--- src/rtl/sm_accumulator_if.sv ---
// Operand/result handshake bundle for sm_accumulator; slave = accumulator, master = producer/consumer side.
interface sm_accumulator_if #(
  parameter int N       = 8,
  parameter int MAX_OPS = 16
);
  localparam int CW = $clog2(MAX_OPS + 1);

  logic          in_valid;
  logic          in_ready;
  logic          in_sign;
  logic [N-1:0]  in_mag;
  logic          in_last;
  logic          out_valid;
  logic          out_ready;
  logic          out_sign;
  logic [N-1:0]  out_mag;
  logic          out_ovf;
  logic [CW-1:0] out_count;
  logic          busy;

  modport slave (
    input  in_valid, in_sign, in_mag, in_last, out_ready,
    output in_ready, out_valid, out_sign, out_mag, out_ovf, out_count, busy
  );

  modport master (
    output in_valid, in_sign, in_mag, in_last, out_ready,
    input  in_ready, out_valid, out_sign, out_mag, out_ovf, out_count, busy
  );
endinterface

--- src/rtl/sm_accumulator.sv ---
// Streaming sign-magnitude burst accumulator; result valid 1 cycle after closing operand, held until out_ready.
// SM_ACC_SATURATE_EN defined: overflowing adds clamp to 2^N-1; undefined: magnitude wraps.
module sm_accumulator #(
  parameter int N       = 8,
  parameter int MAX_OPS = 16
) (
  input  logic            clk,
  input  logic            reset_n,
  sm_accumulator_if.slave bus
);
  localparam int CW = $clog2(MAX_OPS + 1);

  typedef enum logic [1:0] {IDLE, ACC, DONE} state_t;

  state_t        r_state;
  logic          r_in_ready;
  logic          r_out_valid;
  logic          r_sign;
  logic [N-1:0]  r_mag;
  logic          r_ovf;
  logic [CW-1:0] r_count;

  logic          w_accept;
  logic          w_op_sign;
  logic [N:0]    w_sum;
  logic          w_ovf_add;
  logic [N-1:0]  w_add_mag;
  logic          w_add_sign;
  logic          w_res_sign;
  logic [CW-1:0] w_count_nxt;
  logic          w_close;

  assign w_accept    = bus.in_valid && r_in_ready;
  // A -0 operand is folded to +0 before it touches the sum.
  assign w_op_sign   = bus.in_sign && (bus.in_mag != '0);
  assign w_sum       = {1'b0, r_mag} + {1'b0, bus.in_mag};
  assign w_ovf_add   = (r_sign == w_op_sign) && w_sum[N];
  assign w_count_nxt = r_count + CW'(1);
  assign w_close     = bus.in_last || (w_count_nxt == CW'(MAX_OPS));

  always_comb begin
    w_add_mag  = w_sum[N-1:0];
    w_add_sign = r_sign;
    if (r_sign == w_op_sign) begin
`ifdef SM_ACC_SATURATE_EN
      if (w_sum[N]) w_add_mag = '1;
`endif
    end else if (r_mag > bus.in_mag) begin
      w_add_mag = r_mag - bus.in_mag;
    end else begin
      w_add_mag  = bus.in_mag - r_mag;
      w_add_sign = w_op_sign;
    end
    // Zero results (cancellation or wrap) are always +0.
    w_res_sign = w_add_sign && (w_add_mag != '0);
  end

  always_ff @(posedge clk) begin
    if (!reset_n) begin
      r_state     <= IDLE;
      r_in_ready  <= 1'b0;
      r_out_valid <= 1'b0;
      r_sign      <= 1'b0;
      r_mag       <= '0;
      r_ovf       <= 1'b0;
      r_count     <= '0;
    end else begin
      case (r_state)
        IDLE: begin
          r_in_ready  <= 1'b1;
          r_out_valid <= 1'b0;
          if (w_accept) begin
            r_sign  <= w_op_sign;
            r_mag   <= bus.in_mag;
            r_count <= CW'(1);
            r_ovf   <= 1'b0;
            if (bus.in_last || (MAX_OPS == 1)) begin
              r_state     <= DONE;
              r_in_ready  <= 1'b0;
              r_out_valid <= 1'b1;
            end else begin
              r_state <= ACC;
            end
          end
        end
        ACC: begin
          if (w_accept) begin
            r_sign  <= w_res_sign;
            r_mag   <= w_add_mag;
            r_count <= w_count_nxt;
            r_ovf   <= r_ovf | w_ovf_add;
            if (w_close) begin
              r_state     <= DONE;
              r_in_ready  <= 1'b0;
              r_out_valid <= 1'b1;
            end
          end
        end
        DONE: begin
          if (bus.out_ready) begin
            r_state     <= IDLE;
            r_out_valid <= 1'b0;
            r_in_ready  <= 1'b1;
          end
        end
        default: begin
          r_state     <= IDLE;
          r_in_ready  <= 1'b0;
          r_out_valid <= 1'b0;
        end
      endcase
    end
  end

  assign bus.in_ready  = r_in_ready;
  assign bus.out_valid = r_out_valid;
  assign bus.out_sign  = r_sign;
  assign bus.out_mag   = r_mag;
  assign bus.out_ovf   = r_ovf;
  assign bus.out_count = r_count;
  assign bus.busy      = (r_state == ACC);
endmodule

--- src/flat_wrapper.sv ---
// flat-port wrapper written by rule: the top's interface ports become plain ports
module sm_accumulator_flat 
#(
  parameter int N       = 8,
  parameter int MAX_OPS = 16
)
  (clk, reset_n, bus_in_valid, bus_in_sign, bus_in_mag, bus_in_last, bus_out_ready, bus_in_ready, bus_out_valid, bus_out_sign, bus_out_mag, bus_out_ovf, bus_out_count, bus_busy);
  sm_accumulator_if #(.N(N), .MAX_OPS(MAX_OPS)) bus_i ();
  input  logic clk;
  input  logic reset_n;
  input wire logic [$bits(bus_i.in_valid)-1:0] bus_in_valid;
  input wire logic [$bits(bus_i.in_sign)-1:0] bus_in_sign;
  input wire logic [$bits(bus_i.in_mag)-1:0] bus_in_mag;
  input wire logic [$bits(bus_i.in_last)-1:0] bus_in_last;
  input wire logic [$bits(bus_i.out_ready)-1:0] bus_out_ready;
  output wire logic [$bits(bus_i.in_ready)-1:0] bus_in_ready;
  output wire logic [$bits(bus_i.out_valid)-1:0] bus_out_valid;
  output wire logic [$bits(bus_i.out_sign)-1:0] bus_out_sign;
  output wire logic [$bits(bus_i.out_mag)-1:0] bus_out_mag;
  output wire logic [$bits(bus_i.out_ovf)-1:0] bus_out_ovf;
  output wire logic [$bits(bus_i.out_count)-1:0] bus_out_count;
  output wire logic [$bits(bus_i.busy)-1:0] bus_busy;
  assign bus_i.in_valid = bus_in_valid;
  assign bus_i.in_sign = bus_in_sign;
  assign bus_i.in_mag = bus_in_mag;
  assign bus_i.in_last = bus_in_last;
  assign bus_i.out_ready = bus_out_ready;
  assign bus_in_ready = bus_i.in_ready;
  assign bus_out_valid = bus_i.out_valid;
  assign bus_out_sign = bus_i.out_sign;
  assign bus_out_mag = bus_i.out_mag;
  assign bus_out_ovf = bus_i.out_ovf;
  assign bus_out_count = bus_i.out_count;
  assign bus_busy = bus_i.busy;
  sm_accumulator #(.N(N), .MAX_OPS(MAX_OPS)) u_core (.clk(clk), .reset_n(reset_n), .bus(bus_i));
endmodule
--- config.mk ---
export PLATFORM = sky130hd
export DESIGN_NAME = sm_accumulator_flat
export DESIGN_NICKNAME = d
export VERILOG_FILES = /design/src/rtl/sm_accumulator_if.sv /design/src/rtl/sm_accumulator.sv /design/src/flat_wrapper.sv
export SDC_FILE = /design/constraint.sdc
export NUM_CORES = 1
export LEC_CHECK = 0
export ABC_CLOCK_PERIOD_IN_PS = 7850
export BUFFER_PORTS_ARGS = -buffer_cell sky130_fd_sc_hd__clkbuf_2
export CORE_MARGIN = 8
export CORE_UTILIZATION = 30
export CTS_BUF_LIST = sky130_fd_sc_hd__clkbuf_16
export DETAILED_ROUTE_END_ITERATION = 8
export GPL_TIMING_DRIVEN = 0
export PLACE_DENSITY = 0.57
export SYNTH_ARGS = -nofsm -noshare
export SYNTH_HDL_FRONTEND = slang
export SYNTH_SLANG_ARGS = --single-unit
--- constraint.sdc ---
create_clock -name clk -period 7.85 [get_ports clk]
set_input_delay 0.3925 -clock clk [delete_from_list [all_inputs] [get_ports clk]]
set_output_delay 0.3925 -clock clk [all_outputs]
set_load 0.01 [all_outputs]
==> impl_metrics.yaml, run 1 <==
clock_tree:
  cts_made_buffers: 3
  insertion_delay_ns: 0.25
  cts_num_sinks: 19
  clk_pin_slew_ns: 0.06
  cts_setup_buffers: 0
  cts-resized-gates: 0
  cts-root-buf: "clkbuf_16"
  clk_path_buf_depth: 2
  htree_num_levels: 1
  cts_tree: "done"
  cts_hold_buf: 0
synth:
  syn_nets: 286
  seq_area_frac_synth: 0.1983
  synth_top_flop_cell: "dfxtp_1"
  synth.top_cells.by_area: "dfxtp_1, ha_1, a21oi_1"
  netlist_area_um2: 1918
  synthCells: 245
  yosys_warnings: 0
  yosysTopAreaCell: "dfxtp_1"
  synth_top_area_share: 0.1983
  synth_edf_count: 0
  synth-seq-cells: 19
  syn_area_per_cell_um2: 7.829
  yosys.cell_types.count: 46
  synthArstFlopShare: 0
floorplan:
  ios: 32
  rows: 29
  floorplan.initialDensity: 0.3056
  die_h_um: 95.96
  die_area_um2: 9208
  die_w_um: 95.96
  coreArea_um2: 6277
min_path:
  hold_path.class: "flop to flop"
  whs_path_depth: 2
placement:
  dp_hpwl_um: 4335
  io_buffers: 30
  gp_congestion: 0.9249
  pre_cts_ws_ns: 4.779
detailed_routing:
  detail_route.wl_per_cell_um: 15.08
  ant_nets: 0
  drt_iter0_markers: 119
  dr_total_vias: 1870
  drcViolationCount: 0
  drt_wl_total_um: 5368
  drtPass1Iterations: 4
  vias_per_cell: 5.253
timing:
  final_max_slew_viol_count: 0
  clock_skew_ns: 0.003017
  rsz0062_at_grt: "false"
  post-route-min-period_ns: 3.069
  fin_setup_tns_ns: 0
  fin_hold_ws_ns: 0.4975
  slew_headroom: 0.5758
  finalSetupViolCount: 0
  layout_setup_ws_ns: 4.781
  timing.fmax_ghz: 0.3258
  finalCritPeriodShare: 0.3910
  final-hold-violation-count: 0
  worst_pin_slew_ns: 0.6318
worst_setup_path:
  start_kind: "flop"
  crit_required_ns: 7.99
  path_max_fanout: 10
  critical_path_class: "flop to flop"
  cp_slowest_cell: "o21ai_2"
  path_cells: "inv_1 -> ha_1 -> buf_2 -> a21oi_1 -> o21ai_1 -> o21ai_2 -> mux2_2 -> mux2i_1 -> xnor2_1 -> nor2_1 -> o221a_2"
  worstPathArrival_ns: 3.21
  cpPeakStageDelay_ns: 0.49
  cp-end-kind: "flop"
  reg2reg_depth: 11
grt:
  grt_util_met1: 0.1556
  grt_overflow: 0
  groute.usage.overall: 0.1231
  gr-max-usage-layer: "met2"
  met3_usage: 0.01326
  grt_max_degree: 11
  grt_antenna_before_repair: 0
  grt_pass1_wl_um: 9059
  grt_pass1_vias: 1866
  gr-usage-met2: 0.2131
final_layout:
  num-fill-cells: 660
  fin_util: 0.3574
  num-nets-final: 321
  seqCellArea_um2: 380.4
  final_cell_mix: "clkbuf_2, inv_1, ha_1"
  area_growth_syn_to_layout_pct: 16.96
  layout_commonest_cell: "clkbuf_2"
  drive_above_1_share: 0.1756
  diodes: 0
  multi_input_area_um2: 1405
pwr:
  vdd_drop_max_mv: 0.09379
  p_leak_nw: 1.017
  power.density_nw_per_um2: 146.3
outcome:
  status: "completed"
job:
  cap_violations: 0
## power breakdown
group	internal [W]	leakage, nW	switching (W)
Combinational	0.0000465	0.819	0.0000691
Sequential	0.000101	0.155	0.00000627
Clock	0.0000678	0.0423	0.0000370
Total	0.000216	1.02	0.000112
## worst max-delay path: cells and delay by family (launching register included)
family | cells | cell delay [ns]
simple gates | 1 | 0.09
compound gates | 4 | 1.16
mux | 2 | 0.59
xor+xnor | 1 | 0.19
fa+ha+maj | 1 | 0.28
flops | 1 | 0.41
buf+inv | 2 | 0.23
## synthesized netlist by cell type (all sizes together) (2+ instances only)
cell type and count:
dfxtp 19, a21boi 3, nand2 17, o22ai 2
xnor2 8, o21bai 2, inv 24, a221o 2
a21o 3, a22oi 2, a31oi 5, a211oi 2
fa 3, nor2 14, nand3 10, a221oi 4
nor3b 2, nand3b 3, ha 24, and2 2
nand2b 2, a21oi 21, nand4 5, or2 2
o21ai 17, nor2b 8, or4 2, mux2 2
buf 4, nor3 8, o211a 3, clkbuf 6
mux2i 5
## path summary, 6_finish.rpt
check | end | from | slack (ns)
max | u_core.bus.out_mag[7] | u_core.bus.out_mag[5] | 4.78
min | u_core.bus.in_ready | u_core.bus.in_ready | 0.50
max reg2reg | u_core.bus.out_mag[7] | u_core.bus.out_mag[5] | 4.78
min reg2reg | u_core.bus.in_ready | u_core.bus.in_ready | 0.50
## area by class of cell
| type | instances | share of cell area |
|---|---|---|
| flip-flops and latches | 19 | 0.1695 |
| multi-input cells | 192 | 0.6263 |
| well taps | 77 | 0.04294 |
| clock buffers | 3 | 0.03346 |
| clock inverters | 1 | 0.001673 |
| plain buffers | 10 | 0.01896 |
| repair buffers | 30 | 0.06693 |
| inverters | 24 | 0.04016 |
## metrics by stage
| step | total power [W] | std cells | area, µm² |
|---|---|---|---|
| floorplan | 0.0001904 | 245 | 1918 |
| global placement | 0.0002244 | 352 | 2165 |
| detailed placement | 0.0002247 | 352 | 2165 |
| CTS | 0.0003312 | 356 | 2243 |
| global route | 0.0003499 | 356 | 2243 |
| finish | 0.0003281 | 356 | 2243 |
## cell families (layout without fill, tap and decap cells)
family | after synthesis | in the layout | synth area share
AO/OA/AOI/OAI | 72 | 72 | 0.2537
XOR/XNOR | 8 | 8 | 0.04045
buffers and inverters | 34 | 68 | 0.06915
flip-flops | 19 | 19 | 0.1983
AND/OR/NAND/NOR | 78 | 78 | 0.2127
adder cells (fa/ha/maj) | 27 | 27 | 0.1879
multiplexers | 7 | 7 | 0.03783
## sequential cells by signal, summed over array words and instances, names as in the netlist
register / count
u_core.bus.in_ready: 1
u_core.bus.out_ovf: 1
u_core.bus.out_sign: 1
u_core.bus.out_valid: 1
u_core.r_state: 2
u_core.bus.out_count: 5
u_core.bus.out_mag: 8
## per-layer routing
layer | wire length (µm) | vias to the layer above
li1 | - | 947
met1 | 2468 | 880
met2 | 2658 | 36
met3 | 160 | 7
met4 | 80 | 0
met5 | 0 | -
(Power assumes the default switching activity.)
==> run 2, diff against run 1 <==
Settings changed: ABC_CLOCK_PERIOD_IN_PS 7850 to 3100.
Clock period 7.85 ns to 3.1 ns, I/O delays scaled along.
==> run 2 against run 1 <==
Effect of this change: clock power rose to 2.5 times the previous value; fmax up 9.3%; cell count up 0.56%; setup slack worse by 4.5 ns; register-to-register slack worse by 4.5 ns; first-iteration DRC count down 11%; critical path type unchanged; highest routed layer unchanged.
==> impl_metrics.yaml, run 2 (synthesized netlist as in run 1, its figures left out) <==
worst_setup_path:
  reg2reg_depth: 11
  reg2reg_to: "u_core.bus.out_mag[7]"
  r2r_start: "u_core.bus.out_mag[5]"
  r2r_slack_ns: 0.29
  worstPathArrival_ns: 2.95
  path_max_fanout: 9
  start_kind: "flop"
  critical_path_class: "flop to flop"
  crit_required_ns: 3.24
  cp-end-kind: "flop"
timing:
  layout_setup_ws_ns: 0.2914
  final-hold-violation-count: 0
  timing.fmax_ghz: 0.3561
  post-route-min-period_ns: 2.809
  clock_skew_ns: 0.002952
  rsz0062_at_grt: "false"
  finalSetupViolCount: 0
  fin_setup_tns_ns: 0
  slew_headroom: 0.5622
  final_max_slew_viol_count: 0
  worst_pin_slew_ns: 0.6521
  finalCritPeriodShare: 0.9060
clock_tree:
  htree_num_levels: 1
  clk_path_buf_depth: 2
  cts_num_sinks: 19
  cts-root-buf: "clkbuf_16"
  cts_made_buffers: 3
  cts_tree: "done"
  insertion_delay_ns: 0.25
  clk_pin_slew_ns: 0.05
  cts_hold_buf: 0
final_layout:
  diodes: 0
  fin_util: 0.3610
  final_cell_mix: "clkbuf_2, inv_1, ha_1"
  drive_above_1_share: 0.1815
  layout_commonest_cell: "clkbuf_2"
  num-nets-final: 323
  area_growth_syn_to_layout_pct: 18.13
  num-fill-cells: 659
  largest_register_ffs: 8
min_path:
  hold_path.class: "primary input to flop"
  min_from: "bus_in_last"
  holdPathEnd: "u_core.bus.in_ready"
  whs_path_depth: 4
pwr:
  p_leak_nw: 1.027
  switchingPower_w: 0.0002859
  finalPower_w: 0.0008360
  p_comb_frac: 0.356
  p_clk_frac: 0.317
  p_seq_frac: 0.326
  p_int_w: 0.0005502
  vdd_drop_max_mv: 0.2385
  power.density_nw_per_um2: 369.0
  swShare: 0.3419
grt:
  groute.usage.overall: 0.1231
  grt_overflow: 0
  grt_pass1_wl_um: 9059
  grt_max_degree: 11
  grt_pass1_vias: 1866
  grt_antenna_before_repair: 0
floorplan:
  rows: 29
  die_area_um2: 9208
  coreArea_um2: 6277
  die_h_um: 95.96
  floorplan.initialDensity: 0.3056
  die_w_um: 95.96
  ios: 32
detailed_routing:
  drt_wl_total_um: 5388
  ant_nets: 0
  drtPass1Iterations: 4
  detail_route.wl_per_cell_um: 15.05
  drt_iter0_markers: 106
  dr_total_vias: 1867
  drcViolationCount: 0
  vias_per_cell: 5.215
placement:
  io_buffers: 30
  gp_congestion: 0.9249
  dp_hpwl_um: 4335
  pre_cts_ws_ns: 0.07583
outcome:
  status: "completed"
job:
  cap_violations: 0
[run 2: cell count changes in the layout (fill, tap and decap cells not counted), sizes merged]
cell,previous run,this run
buf,4,6
[run 2: stage by stage]
stage	hold WS (ns)	cells	instance area, µm²
floorplan	0.3656	245	1918
global placement	0.4881	352	2165
detailed placement	0.4847	352	2165
CTS	0.2640	356	2243
global route	0.3105	358	2266
finish	0.2642	358	2266
[run 2: area by class of cell]
type                       count  area (µm²)  share of cell area
buffer                        10       42.54             0.01877
clock inverter                 1       3.754            0.001657
multi-input combinational    192        1413              0.6234
tap                           77       96.34             0.04252
timing repair buffer          32       165.2             0.07289
sequential                    19       380.4              0.1679
clock buffer                   3       75.07             0.03313
inverter                      24       90.09             0.03976
[run 2: critical path: stages (launching register included)]
cell	delay, ns
dfxtp_1	0.41
inv_1	0.06
ha_1	0.28
buf_2	0.17
a21oi_1	0.28
o21ai_1	0.17
o21ai_4	0.24
mux2_2	0.38
mux2i_1	0.18
xnor2_1	0.19
nor2_1	0.09
o221a_2	0.25
[run 2: repair_timing]
| action | CTS | global route |
|---|---|---|
| gates resized for setup | 0 | 1 |
| setup endpoints to repair | 0 | 3 |
| buffers inserted | 0 | 2 |
[run 2: power groups by stage]
stage | clock network, W | logic [W] | registers [W]
2_1_floorplan | 0 | 0.000202 | 0.000280
4_1_cts | 0.000273 | 0.000293 | 0.000273
3_5_place_dp | 0 | 0.000291 | 0.000278
5_1_grt | 0.000285 | 0.000331 | 0.000276
3_3_place_gp | 0 | 0.000290 | 0.000278
6_report | 0.000265 | 0.000298 | 0.000273
[run 2: worst max path at each step]
| stage | startpoint | to | slack (ns) |
|---|---|---|---|
| global placement | u_core.bus.out_mag[5] | u_core.bus.out_mag[7] | 0.06 |
| CTS | u_core.bus.out_mag[5] | u_core.bus.out_mag[7] | 0.03 |
| floorplan | u_core.bus.out_mag[5] | u_core.bus.out_sign | 0.44 |
| finish | u_core.bus.out_mag[5] | u_core.bus.out_mag[7] | 0.29 |
| detailed placement | u_core.bus.out_mag[5] | u_core.bus.out_mag[7] | 0.08 |
| global route | u_core.bus.out_mag[5] | u_core.bus.out_sign | 0.08 |
[run 2: metal layers]
layer	vias to the layer above	wire length, µm	track usage
li1	952	-	-
met1	876	2498	0.1556
met2	32	2663	0.2131
met3	7	145	0.01326
met4	0	80	0.03841
met5	-	0	0
